File: config.mk
export PLATFORM = sky130hd
export DESIGN_NAME = branch_controller_flat
export DESIGN_NICKNAME = d
export VERILOG_FILES = /design/src/rtl/branch_controller_if.sv /design/src/rtl/branch_controller.sv /design/src/flat_wrapper.sv
export SDC_FILE = /design/constraint.sdc
export NUM_CORES = 1
export LEC_CHECK = 0
export CELL_PAD_IN_SITES_DETAIL_PLACEMENT = 1
export CELL_PAD_IN_SITES_GLOBAL_PLACEMENT = 1
export CORE_ASPECT_RATIO = 2
export CORE_UTILIZATION = 30
export CTS_CLUSTER_SIZE = 24
export DETAILED_ROUTE_END_ITERATION = 7
export PLACE_DENSITY = 0.94
export SKIP_CTS_REPAIR_TIMING = 1
export SLEW_MARGIN = 30
export SYNTH_ARGS = -nofsm -noshare
export SYNTH_HDL_FRONTEND = slang
export SYNTH_SLANG_ARGS = --single-unit
File: constraint.sdc
create_clock -name I_CLK -period 6.8 [get_ports I_CLK]
set_input_delay 1.36 -clock I_CLK [delete_from_list [all_inputs] [get_ports I_CLK]]
set_output_delay 1.36 -clock I_CLK [all_outputs]
set_load 0.005 [all_outputs]
File: src/rtl/branch_controller_if.sv
// Bundle of branch-resolution signals between the ID stage and branch_controller.
// master = pipeline side, slave = controller side.
interface branch_controller_if #(
  parameter int P_W  = 32,
  parameter int P_CW = 16
);
  logic            I_BRC_VALID;
  logic [1:0]      I_BRC_OP;
  logic [4:0]      I_BRC_RS;
  logic [4:0]      I_BRC_RT;
  logic [P_W-1:0]  I_BRC_A;
  logic [P_W-1:0]  I_BRC_B;
  logic [P_W-1:0]  I_BRC_PC4;
  logic [P_W-1:0]  I_BRC_IMM;
  logic            I_BRC_IDEX_WE;
  logic            I_BRC_IDEX_MEMREAD;
  logic [4:0]      I_BRC_IDEX_RD;
  logic            I_BRC_EXMEM_WE;
  logic            I_BRC_EXMEM_MEMREAD;
  logic [4:0]      I_BRC_EXMEM_RD;
  logic [P_W-1:0]  I_BRC_EXMEM_DATA;
  logic            I_BRC_COM_IGUAL;
  logic [P_W-1:0]  O_BRC_COM_A;
  logic [P_W-1:0]  O_BRC_COM_B;
  logic            O_BRC_STALL;
  logic            O_BRC_TAKEN;
  logic [P_W-1:0]  O_BRC_TARGET;
  logic            O_BRC_FLUSH;
  logic [P_CW-1:0] O_BRC_CNT_TAKEN;
  logic [P_CW-1:0] O_BRC_CNT_STALL;

  modport master (
    output I_BRC_VALID, I_BRC_OP, I_BRC_RS, I_BRC_RT, I_BRC_A, I_BRC_B,
           I_BRC_PC4, I_BRC_IMM, I_BRC_IDEX_WE, I_BRC_IDEX_MEMREAD, I_BRC_IDEX_RD,
           I_BRC_EXMEM_WE, I_BRC_EXMEM_MEMREAD, I_BRC_EXMEM_RD, I_BRC_EXMEM_DATA,
           I_BRC_COM_IGUAL,
    input  O_BRC_COM_A, O_BRC_COM_B, O_BRC_STALL, O_BRC_TAKEN, O_BRC_TARGET,
           O_BRC_FLUSH, O_BRC_CNT_TAKEN, O_BRC_CNT_STALL
  );

  modport slave (
    input  I_BRC_VALID, I_BRC_OP, I_BRC_RS, I_BRC_RT, I_BRC_A, I_BRC_B,
           I_BRC_PC4, I_BRC_IMM, I_BRC_IDEX_WE, I_BRC_IDEX_MEMREAD, I_BRC_IDEX_RD,
           I_BRC_EXMEM_WE, I_BRC_EXMEM_MEMREAD, I_BRC_EXMEM_RD, I_BRC_EXMEM_DATA,
           I_BRC_COM_IGUAL,
    output O_BRC_COM_A, O_BRC_COM_B, O_BRC_STALL, O_BRC_TAKEN, O_BRC_TARGET,
           O_BRC_FLUSH, O_BRC_CNT_TAKEN, O_BRC_CNT_STALL
  );
endinterface

File: src/rtl/branch_controller.sv
// ID-stage branch resolution: operand forwarding, hazard stalls, registered
// redirect/flush and saturating taken/stall counters.
//
// state  | meaning
// S_IDLE | accepting a new branch; evaluates at once when no hazard
// S_WAIT | stalling on an operand; evaluates when cnt reaches 0
module branch_controller #(
  parameter int P_W  = 32,
  parameter int P_CW = 16
) (
  input  logic              I_CLK,
  input  logic              I_RST,
  branch_controller_if.slave brc
);

  localparam logic [1:0] OP_BEQ  = 2'b00;
  localparam logic [1:0] OP_BNE  = 2'b01;
  localparam logic [1:0] OP_B    = 2'b10;
  localparam logic [1:0] OP_NONE = 2'b11;

  typedef enum logic {S_IDLE, S_WAIT} state_t;

  state_t          state, state_nx;
  logic [1:0]      cnt, cnt_nx;
  logic [1:0]      op_q;
  logic [4:0]      rs_q, rt_q;
  logic            taken_q;
  logic [P_W-1:0]  target_q;
  logic [P_CW-1:0] cnt_taken_q, cnt_stall_q;

  logic [1:0]      op_cur;
  logic [4:0]      rs_cur, rt_cur;
  logic            idex_dep, exmem_dep, fwd_a, fwd_b;
  logic            accept, cond;
  logic [1:0]      depth;
  logic            stall, stall_out, eval, taken_now;
  logic [P_W-1:0]  target_now;

  function automatic logic dep(input logic we, input logic [4:0] rd, input logic [4:0] r);
    return we && (rd != 5'd0) && (rd == r);
  endfunction

  // While stalled the held instruction is taken from the registers latched on entry.
  assign op_cur = (state == S_WAIT) ? op_q : brc.I_BRC_OP;
  assign rs_cur = (state == S_WAIT) ? rs_q : brc.I_BRC_RS;
  assign rt_cur = (state == S_WAIT) ? rt_q : brc.I_BRC_RT;

  assign idex_dep  = dep(brc.I_BRC_IDEX_WE, brc.I_BRC_IDEX_RD, rs_cur) |
                     dep(brc.I_BRC_IDEX_WE, brc.I_BRC_IDEX_RD, rt_cur);
  assign exmem_dep = dep(brc.I_BRC_EXMEM_WE, brc.I_BRC_EXMEM_RD, rs_cur) |
                     dep(brc.I_BRC_EXMEM_WE, brc.I_BRC_EXMEM_RD, rt_cur);
  assign fwd_a = dep(brc.I_BRC_EXMEM_WE & ~brc.I_BRC_EXMEM_MEMREAD, brc.I_BRC_EXMEM_RD, rs_cur);
  assign fwd_b = dep(brc.I_BRC_EXMEM_WE & ~brc.I_BRC_EXMEM_MEMREAD, brc.I_BRC_EXMEM_RD, rt_cur);

  assign brc.O_BRC_COM_A = fwd_a ? brc.I_BRC_EXMEM_DATA : brc.I_BRC_A;
  assign brc.O_BRC_COM_B = fwd_b ? brc.I_BRC_EXMEM_DATA : brc.I_BRC_B;

  // The instruction in ID during a flush cycle is wrong-path and is dropped.
  assign accept = (state == S_IDLE) && brc.I_BRC_VALID && (brc.I_BRC_OP != OP_NONE) && !taken_q;
  assign cond   = (op_cur == OP_BEQ) || (op_cur == OP_BNE);

  always_comb begin
    depth = 2'd0;
    if (cond) begin
      if (idex_dep && brc.I_BRC_IDEX_MEMREAD)
        depth = 2'd2;
      else if (idex_dep || (exmem_dep && brc.I_BRC_EXMEM_MEMREAD))
        depth = 2'd1;
    end
  end

  always_comb begin
    state_nx = state;
    cnt_nx   = cnt;
    stall    = 1'b0;
    eval     = 1'b0;
    case (state)
      S_IDLE: begin
        if (accept) begin
          if (depth != 2'd0) begin
            stall    = 1'b1;
            cnt_nx   = depth - 2'd1;
            state_nx = S_WAIT;
          end else begin
            eval = 1'b1;
          end
        end
      end
      S_WAIT: begin
        if (cnt != 2'd0) begin
          stall  = 1'b1;
          cnt_nx = cnt - 2'd1;
        end else begin
          eval     = 1'b1;
          state_nx = S_IDLE;
        end
      end
      default: state_nx = S_IDLE;
    endcase
  end

  assign stall_out  = stall & ~I_RST;
  assign taken_now  = eval && (((op_cur == OP_BEQ) &&  brc.I_BRC_COM_IGUAL) ||
                               ((op_cur == OP_BNE) && !brc.I_BRC_COM_IGUAL) ||
                                (op_cur == OP_B));
  assign target_now = brc.I_BRC_PC4 + (brc.I_BRC_IMM << 2);

  always_ff @(posedge I_CLK) begin
    if (I_RST) begin
      state <= S_IDLE;
      cnt   <= 2'd0;
      op_q  <= OP_NONE;
      rs_q  <= 5'd0;
      rt_q  <= 5'd0;
    end else begin
      state <= state_nx;
      cnt   <= cnt_nx;
      if (accept) begin
        op_q <= brc.I_BRC_OP;
        rs_q <= brc.I_BRC_RS;
        rt_q <= brc.I_BRC_RT;
      end
    end
  end

  always_ff @(posedge I_CLK) begin
    if (I_RST) begin
      taken_q     <= 1'b0;
      target_q    <= '0;
      cnt_taken_q <= '0;
      cnt_stall_q <= '0;
    end else begin
      taken_q  <= taken_now;
      target_q <= taken_now ? target_now : '0;
      if (taken_now && (cnt_taken_q != '1))
        cnt_taken_q <= cnt_taken_q + 1'b1;
      if (stall_out && (cnt_stall_q != '1))
        cnt_stall_q <= cnt_stall_q + 1'b1;
    end
  end

  assign brc.O_BRC_STALL     = stall_out;
  assign brc.O_BRC_TAKEN     = taken_q;
  assign brc.O_BRC_FLUSH     = taken_q;
  assign brc.O_BRC_TARGET    = target_q;
  assign brc.O_BRC_CNT_TAKEN = cnt_taken_q;
  assign brc.O_BRC_CNT_STALL = cnt_stall_q;

endmodule
File: src/flat_wrapper.sv
// flat-port wrapper written by rule: the top's interface ports become plain ports
module branch_controller_flat 
#(
  parameter int P_W  = 32,
  parameter int P_CW = 16
)
  (I_CLK, I_RST, brc_I_BRC_VALID, brc_I_BRC_OP, brc_I_BRC_RS, brc_I_BRC_RT, brc_I_BRC_A, brc_I_BRC_B, brc_I_BRC_PC4, brc_I_BRC_IMM, brc_I_BRC_IDEX_WE, brc_I_BRC_IDEX_MEMREAD, brc_I_BRC_IDEX_RD, brc_I_BRC_EXMEM_WE, brc_I_BRC_EXMEM_MEMREAD, brc_I_BRC_EXMEM_RD, brc_I_BRC_EXMEM_DATA, brc_I_BRC_COM_IGUAL, brc_O_BRC_COM_A, brc_O_BRC_COM_B, brc_O_BRC_STALL, brc_O_BRC_TAKEN, brc_O_BRC_TARGET, brc_O_BRC_FLUSH, brc_O_BRC_CNT_TAKEN, brc_O_BRC_CNT_STALL);
  branch_controller_if #(.P_W(P_W), .P_CW(P_CW)) brc_i ();
  input  logic I_CLK;
  input  logic I_RST;
  input wire logic [$bits(brc_i.I_BRC_VALID)-1:0] brc_I_BRC_VALID;
  input wire logic [$bits(brc_i.I_BRC_OP)-1:0] brc_I_BRC_OP;
  input wire logic [$bits(brc_i.I_BRC_RS)-1:0] brc_I_BRC_RS;
  input wire logic [$bits(brc_i.I_BRC_RT)-1:0] brc_I_BRC_RT;
  input wire logic [$bits(brc_i.I_BRC_A)-1:0] brc_I_BRC_A;
  input wire logic [$bits(brc_i.I_BRC_B)-1:0] brc_I_BRC_B;
  input wire logic [$bits(brc_i.I_BRC_PC4)-1:0] brc_I_BRC_PC4;
  input wire logic [$bits(brc_i.I_BRC_IMM)-1:0] brc_I_BRC_IMM;
  input wire logic [$bits(brc_i.I_BRC_IDEX_WE)-1:0] brc_I_BRC_IDEX_WE;
  input wire logic [$bits(brc_i.I_BRC_IDEX_MEMREAD)-1:0] brc_I_BRC_IDEX_MEMREAD;
  input wire logic [$bits(brc_i.I_BRC_IDEX_RD)-1:0] brc_I_BRC_IDEX_RD;
  input wire logic [$bits(brc_i.I_BRC_EXMEM_WE)-1:0] brc_I_BRC_EXMEM_WE;
  input wire logic [$bits(brc_i.I_BRC_EXMEM_MEMREAD)-1:0] brc_I_BRC_EXMEM_MEMREAD;
  input wire logic [$bits(brc_i.I_BRC_EXMEM_RD)-1:0] brc_I_BRC_EXMEM_RD;
  input wire logic [$bits(brc_i.I_BRC_EXMEM_DATA)-1:0] brc_I_BRC_EXMEM_DATA;
  input wire logic [$bits(brc_i.I_BRC_COM_IGUAL)-1:0] brc_I_BRC_COM_IGUAL;
  output wire logic [$bits(brc_i.O_BRC_COM_A)-1:0] brc_O_BRC_COM_A;
  output wire logic [$bits(brc_i.O_BRC_COM_B)-1:0] brc_O_BRC_COM_B;
  output wire logic [$bits(brc_i.O_BRC_STALL)-1:0] brc_O_BRC_STALL;
  output wire logic [$bits(brc_i.O_BRC_TAKEN)-1:0] brc_O_BRC_TAKEN;
  output wire logic [$bits(brc_i.O_BRC_TARGET)-1:0] brc_O_BRC_TARGET;
  output wire logic [$bits(brc_i.O_BRC_FLUSH)-1:0] brc_O_BRC_FLUSH;
  output wire logic [$bits(brc_i.O_BRC_CNT_TAKEN)-1:0] brc_O_BRC_CNT_TAKEN;
  output wire logic [$bits(brc_i.O_BRC_CNT_STALL)-1:0] brc_O_BRC_CNT_STALL;
  assign brc_i.I_BRC_VALID = brc_I_BRC_VALID;
  assign brc_i.I_BRC_OP = brc_I_BRC_OP;
  assign brc_i.I_BRC_RS = brc_I_BRC_RS;
  assign brc_i.I_BRC_RT = brc_I_BRC_RT;
  assign brc_i.I_BRC_A = brc_I_BRC_A;
  assign brc_i.I_BRC_B = brc_I_BRC_B;
  assign brc_i.I_BRC_PC4 = brc_I_BRC_PC4;
  assign brc_i.I_BRC_IMM = brc_I_BRC_IMM;
  assign brc_i.I_BRC_IDEX_WE = brc_I_BRC_IDEX_WE;
  assign brc_i.I_BRC_IDEX_MEMREAD = brc_I_BRC_IDEX_MEMREAD;
  assign brc_i.I_BRC_IDEX_RD = brc_I_BRC_IDEX_RD;
  assign brc_i.I_BRC_EXMEM_WE = brc_I_BRC_EXMEM_WE;
  assign brc_i.I_BRC_EXMEM_MEMREAD = brc_I_BRC_EXMEM_MEMREAD;
  assign brc_i.I_BRC_EXMEM_RD = brc_I_BRC_EXMEM_RD;
  assign brc_i.I_BRC_EXMEM_DATA = brc_I_BRC_EXMEM_DATA;
  assign brc_i.I_BRC_COM_IGUAL = brc_I_BRC_COM_IGUAL;
  assign brc_O_BRC_COM_A = brc_i.O_BRC_COM_A;
  assign brc_O_BRC_COM_B = brc_i.O_BRC_COM_B;
  assign brc_O_BRC_STALL = brc_i.O_BRC_STALL;
  assign brc_O_BRC_TAKEN = brc_i.O_BRC_TAKEN;
  assign brc_O_BRC_TARGET = brc_i.O_BRC_TARGET;
  assign brc_O_BRC_FLUSH = brc_i.O_BRC_FLUSH;
  assign brc_O_BRC_CNT_TAKEN = brc_i.O_BRC_CNT_TAKEN;
  assign brc_O_BRC_CNT_STALL = brc_i.O_BRC_CNT_STALL;
  branch_controller #(.P_W(P_W), .P_CW(P_CW)) u_core (.I_CLK(I_CLK), .I_RST(I_RST), .brc(brc_i));
endmodule
* Yosys cells after proc, flatten, opt, wreduce, memory -nomap -nowiden
Index checks and enable logic that the tools add are counted.
** Storage, ports and cells
- Register bits :: 80
- Output and inout port bits :: 131
- Word-level logic and storage cells :: 86
- Input bits :: 190
** Operators by class
- Equality and inequality tests :: 12
- Reduce and logical (&&, ||, !) cells :: 32
- Multiplexer cells :: 20
- $add $sub $neg :: 5
- Bitwise operators :: 8
** Operators with widths (count)
- $mux W32 :: 2
- $add A16 B1 Y16 const B :: 2
- $add A32 B32 Y32 :: 1
- $ne A16 B16 Y1 const B :: 2
- $eq A5 B5 Y1 :: 4
- $logic_and A1 B1 Y1 :: 19
- $mux W2 :: 6
- $mux W5 :: 2
- $reduce_bool A5 Y1 :: 2
- $mux W1 :: 7
- $ne A2 B2 Y1 const B :: 3
- $logic_or A1 B1 Y1 :: 4
- $not A1 Y1 :: 4
- $pmux W1 S2 :: 2
- $pmux W2 S2 :: 1
- $reduce_bool A2 Y1 :: 2
- $sub A2 B1 Y2 const B :: 2
- $reduce_and A3 Y1 :: 1
- $and A1 B1 Y1 :: 2
- $eq A2 B1 Y1 const B :: 1
- $eq A2 B2 Y1 const B :: 1
- $logic_not A1 Y1 :: 2
- $logic_not A2 Y1 :: 1
- $ne A2 B1 Y1 const B :: 1
- other kinds (2) :: 3

* Logic depth before layout (Yosys ltp)
- Depth after elaboration :: 16
- Gate-level depth with buffers :: 12

* Least setup slack after synthesis
Ideal clock, no wire load.
- Kind :: input to output
- Start point :: in brc_I_BRC_EXMEM_RD[0]
- End point :: out brc_O_BRC_COM_A[21]
- Arrival time :: 2968 ps
- Path buffers :: 1
- Data required time :: 5440 ps
- Cell stages on the path :: 6
- Setup slack :: 2472 ps
- Cell sequence :: or4_1 > o21ai_0 > nor2_1 > nand3_1 > clkbuf_1 > mux2_2
** Between the ends
- Word-level cells in the longest chain between the ends :: 4
- Elaborated cells between the ends (all ways) :: 5
- Classes of those cells :: 1 x eq/ne; 1 x mux; 3 x reduce/logical
** RTL lines
- start, declared :: RTL line flat_wrapper.sv:24 : input wire logic [$bits(brc_i.I_BRC_EXMEM_RD)-1:0] brc_I_BRC_EXMEM_RD;
- $reduce_bool A5 Y1 :: RTL line branch_controller.sv:40 : return we && (rd != 5'd0) && (rd == r);
- $logic_and A1 B1 Y1 :: RTL line branch_controller.sv:40
- $logic_and A1 B1 Y1 (*) :: RTL line branch_controller.sv:40
- $mux W32 (*) :: RTL line branch_controller.sv:55 : assign brc.O_BRC_COM_A = fwd_a ? brc.I_BRC_EXMEM_DATA : brc.I_BRC_A;
- end, declared :: RTL line flat_wrapper.sv:27 : output wire logic [$bits(brc_i.O_BRC_COM_A)-1:0] brc_O_BRC_COM_A;
Mark *: on every way between the ends. The rest lies on a longest branch, timed or not.

* Worst setup path after layout
- Start point :: in brc_I_BRC_RS[3]
- End point :: out brc_O_BRC_STALL
** Between the ends
- Word-level cells in the longest chain between the ends :: 14
- Elaborated cells between the ends (all ways) :: 18
- Classes of those cells :: 2 x eq/ne; 7 x mux; 3 x bitwise; 6 x reduce/logical
** RTL lines
- start, declared :: RTL line flat_wrapper.sv:13 : input wire logic [$bits(brc_i.I_BRC_RS)-1:0] brc_I_BRC_RS;
- $mux W5 (*) :: RTL line branch_controller.sv:45 : assign rs_cur = (state == S_WAIT) ? rs_q : brc.I_BRC_RS;
- $eq A5 B5 Y1 :: RTL line branch_controller.sv:40
- $logic_and A1 B1 Y1 :: RTL line branch_controller.sv:40
- $or A1 B1 Y1 :: RTL line branch_controller.sv:50 : assign exmem_dep = dep(brc.I_BRC_EXMEM_WE, brc.I_BRC_EXMEM_RD, rs_cur) |
- $logic_and A1 B1 Y1 :: RTL line branch_controller.sv:67 : else if (idex_dep || (exmem_dep && brc.I_BRC_EXMEM_MEMREAD))
- $logic_or A1 B1 Y1 :: RTL line branch_controller.sv:67
- $mux W1 :: RTL line branch_controller.sv:67
- $mux W2 (*) :: RTL line branch_controller.sv:65 : if (idex_dep && brc.I_BRC_IDEX_MEMREAD)
- $mux W2 (*) :: RTL line branch_controller.sv:64 : if (cond) begin
- $reduce_bool A2 Y1 (*) :: RTL line branch_controller.sv:80 : if (depth != 2'd0) begin
- $mux W1 (*) :: RTL line branch_controller.sv:80
- $mux W1 (*) :: RTL line branch_controller.sv:79 : if (accept) begin
- $pmux W1 S2 (*) :: RTL line branch_controller.sv:77 : case (state)
- $and A1 B1 Y1 (*) :: RTL line branch_controller.sv:102 : assign stall_out = stall & ~I_RST;
- end, declared :: RTL line flat_wrapper.sv:29 : output wire logic [$bits(brc_i.O_BRC_STALL)-1:0] brc_O_BRC_STALL;
Marked as above.

==> metrics <==
I/O Buffers=318; adder-cell share of the synthesized area=6.99%; area share of the largest cell type after synthesis=27.5%; Ant. Diodes=0; Hold WC Path Type=reg -> reg; worst setup margin=1.12 ns; total length of routed met2 wires=14.7 mm; Num CTS Buffers=9; Clock Sink Count=80; area leader, netlist=dfxtp_1; Worst Tran Pin Value=0.747 ns; share of layout cells above drive strength 1=10.5%; max cap viols=0; CP required=5.44 ns; largest net degree at the start of global routing=49; Power Density=158 nW/um^2; total die area=20000 um^2; initial antenna violation count=0; num rows=71; Chip Height=199 um; area of the core=18900 um^2; DR WL met3=2.47 mm; post-DR wirelength/cell=22.5 um; Met1 Wirelength=9.98 mm; Post-Syn Area per Cell=8.37 um^2; Yosys Warn Count=0; Post-Synth Simple-Gate Area=19.9%; uppermost layer routed=met4; post-route clock period utilization=83.6%; Placement Setup Slack=1.12 ns; final setup vio count=0; Setup crit start kind=input pin; Synth area leaders=dfxtp_1 27%, mux2_2 13%, ha_1 6.7%; CP top delay family=buffers and inverters; fin crit period=5.68 ns; CTS tree=done; crit path DAT=4.32 ns; Bufs and invs on worst path=2; non-filler cells in the finished layout=1259; Crit Path Category=in -> out; ANT nets after route=0; Cells after DPL=1244; final net count=1222; via/cell ratio=5.44; critical path endpoint category=primary output; Max Clk Rate=176 MHz; Reg clk slew, reported paths=0.06 ns; Crit-path slowest cell=a211oi_4; htree depth=3; final WL=28.3 mm; DRC=0; critical-path maximum fanout=9; Synth Area in XOR/XNOR=7.36%; Seq cells post-synth=80; syn nets=919; clk root buf=clkbuf_16; setup TNS=0 ns; hpwl dp=23.3 mm; outcome=finished, final reports clean; Slew Viols, Final=0; Die W=101 um; asr flop ratio synth=0%; leak pwr=3.52 nW; post-synthesis mux area share=16.1%; vias in the first global route=7344; Detailed Route Iter0 Violations=253; unrepaired setup endpoints after global routing=false; Area Overhead vs Synth=63.7%; DR vias=6850; Synth top cells by count=80 x dfxtp_1, 74 x nor2_1, 69 x mux2_2; Synth Area in Compound Gates=18.4%; Syn Inst Count=697; largest family of logic cells by synthesized area=simple AND/OR/NAND/NOR gates; Initial Utilization=30.8%; drt pass-1 iters=4; prevailing post-synth register cell=dfxtp_1; Relative slew margins=50.2%; GP Congestion=0.933; crit path cell chain=clkdlybuf4s50_1 -> mux2i_1 -> xnor2_1 -> nor3_1 -> a22oi_2 -> a211oi_4 -> nor2_1 -> nor2_1 -> clkdlybuf4s50_1; I/O pins=321; count leader, synth=dfxtp_1; clk_lat worst skew=0.36 ns; Crit path largest cell delay=0.55 ns; Clock Skews=0.00669 ns; CTS Buffer Depth=2; grt total ovfl=0; synth unique cells=65; first-pass GRT wire length=41.1 mm; Final Hold Fails=0; post-synthesis sequential area ratio=27.5%; EDFF count, synth=0; total track usage=27.9%; Peak supply drop=0.128 mV; Synth Cell Area=5830 um^2
## metal layers
| layer | up-vias | track usage (%) |
|---|---|---|
| met2 | 367 | 53.2 |
| met4 | 0 | 13.2 |
| met1 | 3282 | 26.6 |
| met5 | - | 0 |
| met3 | 66 | 8.39 |
| li1 | 3135 | - |
## area by class of cell
class                      instances  area [um^2]
timing repair buffer             322         3210
multi-input combinational        567         4020
sequential                        80         1600
clock buffer                      12          256
inverter                          20         75.1
clock inverter                     3         65.1
tap                              255          319
fill                            2175         9370
## worst min-delay path: cells and delay by family (launching register included)
kind            cells  cell delay (ns)
compound gates      1             0.06
flops               1             0.31
simple gates        1             0.05
## where the power goes
part,total (W),switching [W],leakage (nW),internal (W)
logic,0.000469,0.000218,2.71,0.000251
clock network,0.000547,0.000208,0.159,0.000339
registers,0.000492,0.00000863,0.649,0.000483
total,0.00151,0.000434,3.52,0.00107
## kinds of logic (layout without fill, tap and decap cells)
group,count (synthesis),in the layout
buffers and inverters,50,357
and+or+nand+nor,241,241
muxes,83,83
xor gates and xnor gates,49,49
DFF,80,80
AOI/OAI and AO/OA,162,162
adders and majority gates,32,32
## layout by cell type, fill, tap and decap left out, types with 6 or more instances in the layout
cell type,n
a211oi_1,11
a21o_1,14
a21oi_1,53
and3_1,10
clkbuf_16,9
clkdlybuf4s50_1,318
dfxtp_1,79
ha_1,31
inv_1,20
mux2_2,69
mux2i_1,8
nand2_1,58
nand3_1,26
nand4_1,10
nor2_1,74
nor2b_1,13
nor3_1,16
nor4_1,7
o21a_1,7
o21ai_0,32
or3_1,6
xnor2_1,35
xor2_1,14
## sequential cells by signal, summed over array words and instances, names as in the netlist
| register | cells |
|---|---|
| u_core.rt_q | 5 |
| u_core.brc.O_BRC_FLUSH | 1 |
| u_core.state | 1 |
| u_core.brc.O_BRC_CNT_STALL | 16 |
| u_core.brc.O_BRC_CNT_TAKEN | 16 |
| u_core.brc.O_BRC_TARGET | 32 |
| u_core.cnt | 2 |
| u_core.rs_q | 5 |
| u_core.op_q | 2 |
## through the flow
stage | cell area [um^2] | total power (W) | hold WS, ns | util [%]
6_report | 9550 | 0.00151 | 0.466 | 50.5
5_1_grt | 9550 | 0.00157 | 0.484 | 50.5
4_1_cts | 9550 | 0.00152 | 0.469 | 50.5
3_5_place_dp | 9230 | 0.000963 | 0.459 | 48.8
3_3_place_gp | 9220 | 0.000946 | 0.441 | 48.7
2_1_floorplan | 5830 | 0.000704 | 0.436 | -
## final timing paths
path | cells after the start | slack (ns) | endpoint | start
max | 9 | 1.12 | brc_O_BRC_STALL | brc_I_BRC_RS[3]
min | 2 | 0.47 | u_core.rs_q[1]$_SDFFE_PP0P_ | u_core.rs_q[1]$_SDFFE_PP0P_
max reg2reg | 9 | 3.28 | u_core.brc.O_BRC_TARGET[4]$_SDFF_PP0_ | u_core.state$_SDFF_PP0_
min reg2reg | 2 | 0.47 | u_core.rs_q[1]$_SDFFE_PP0P_ | u_core.rs_q[1]$_SDFFE_PP0P_
No activity file was read; power rests on OpenSTA's default activity.
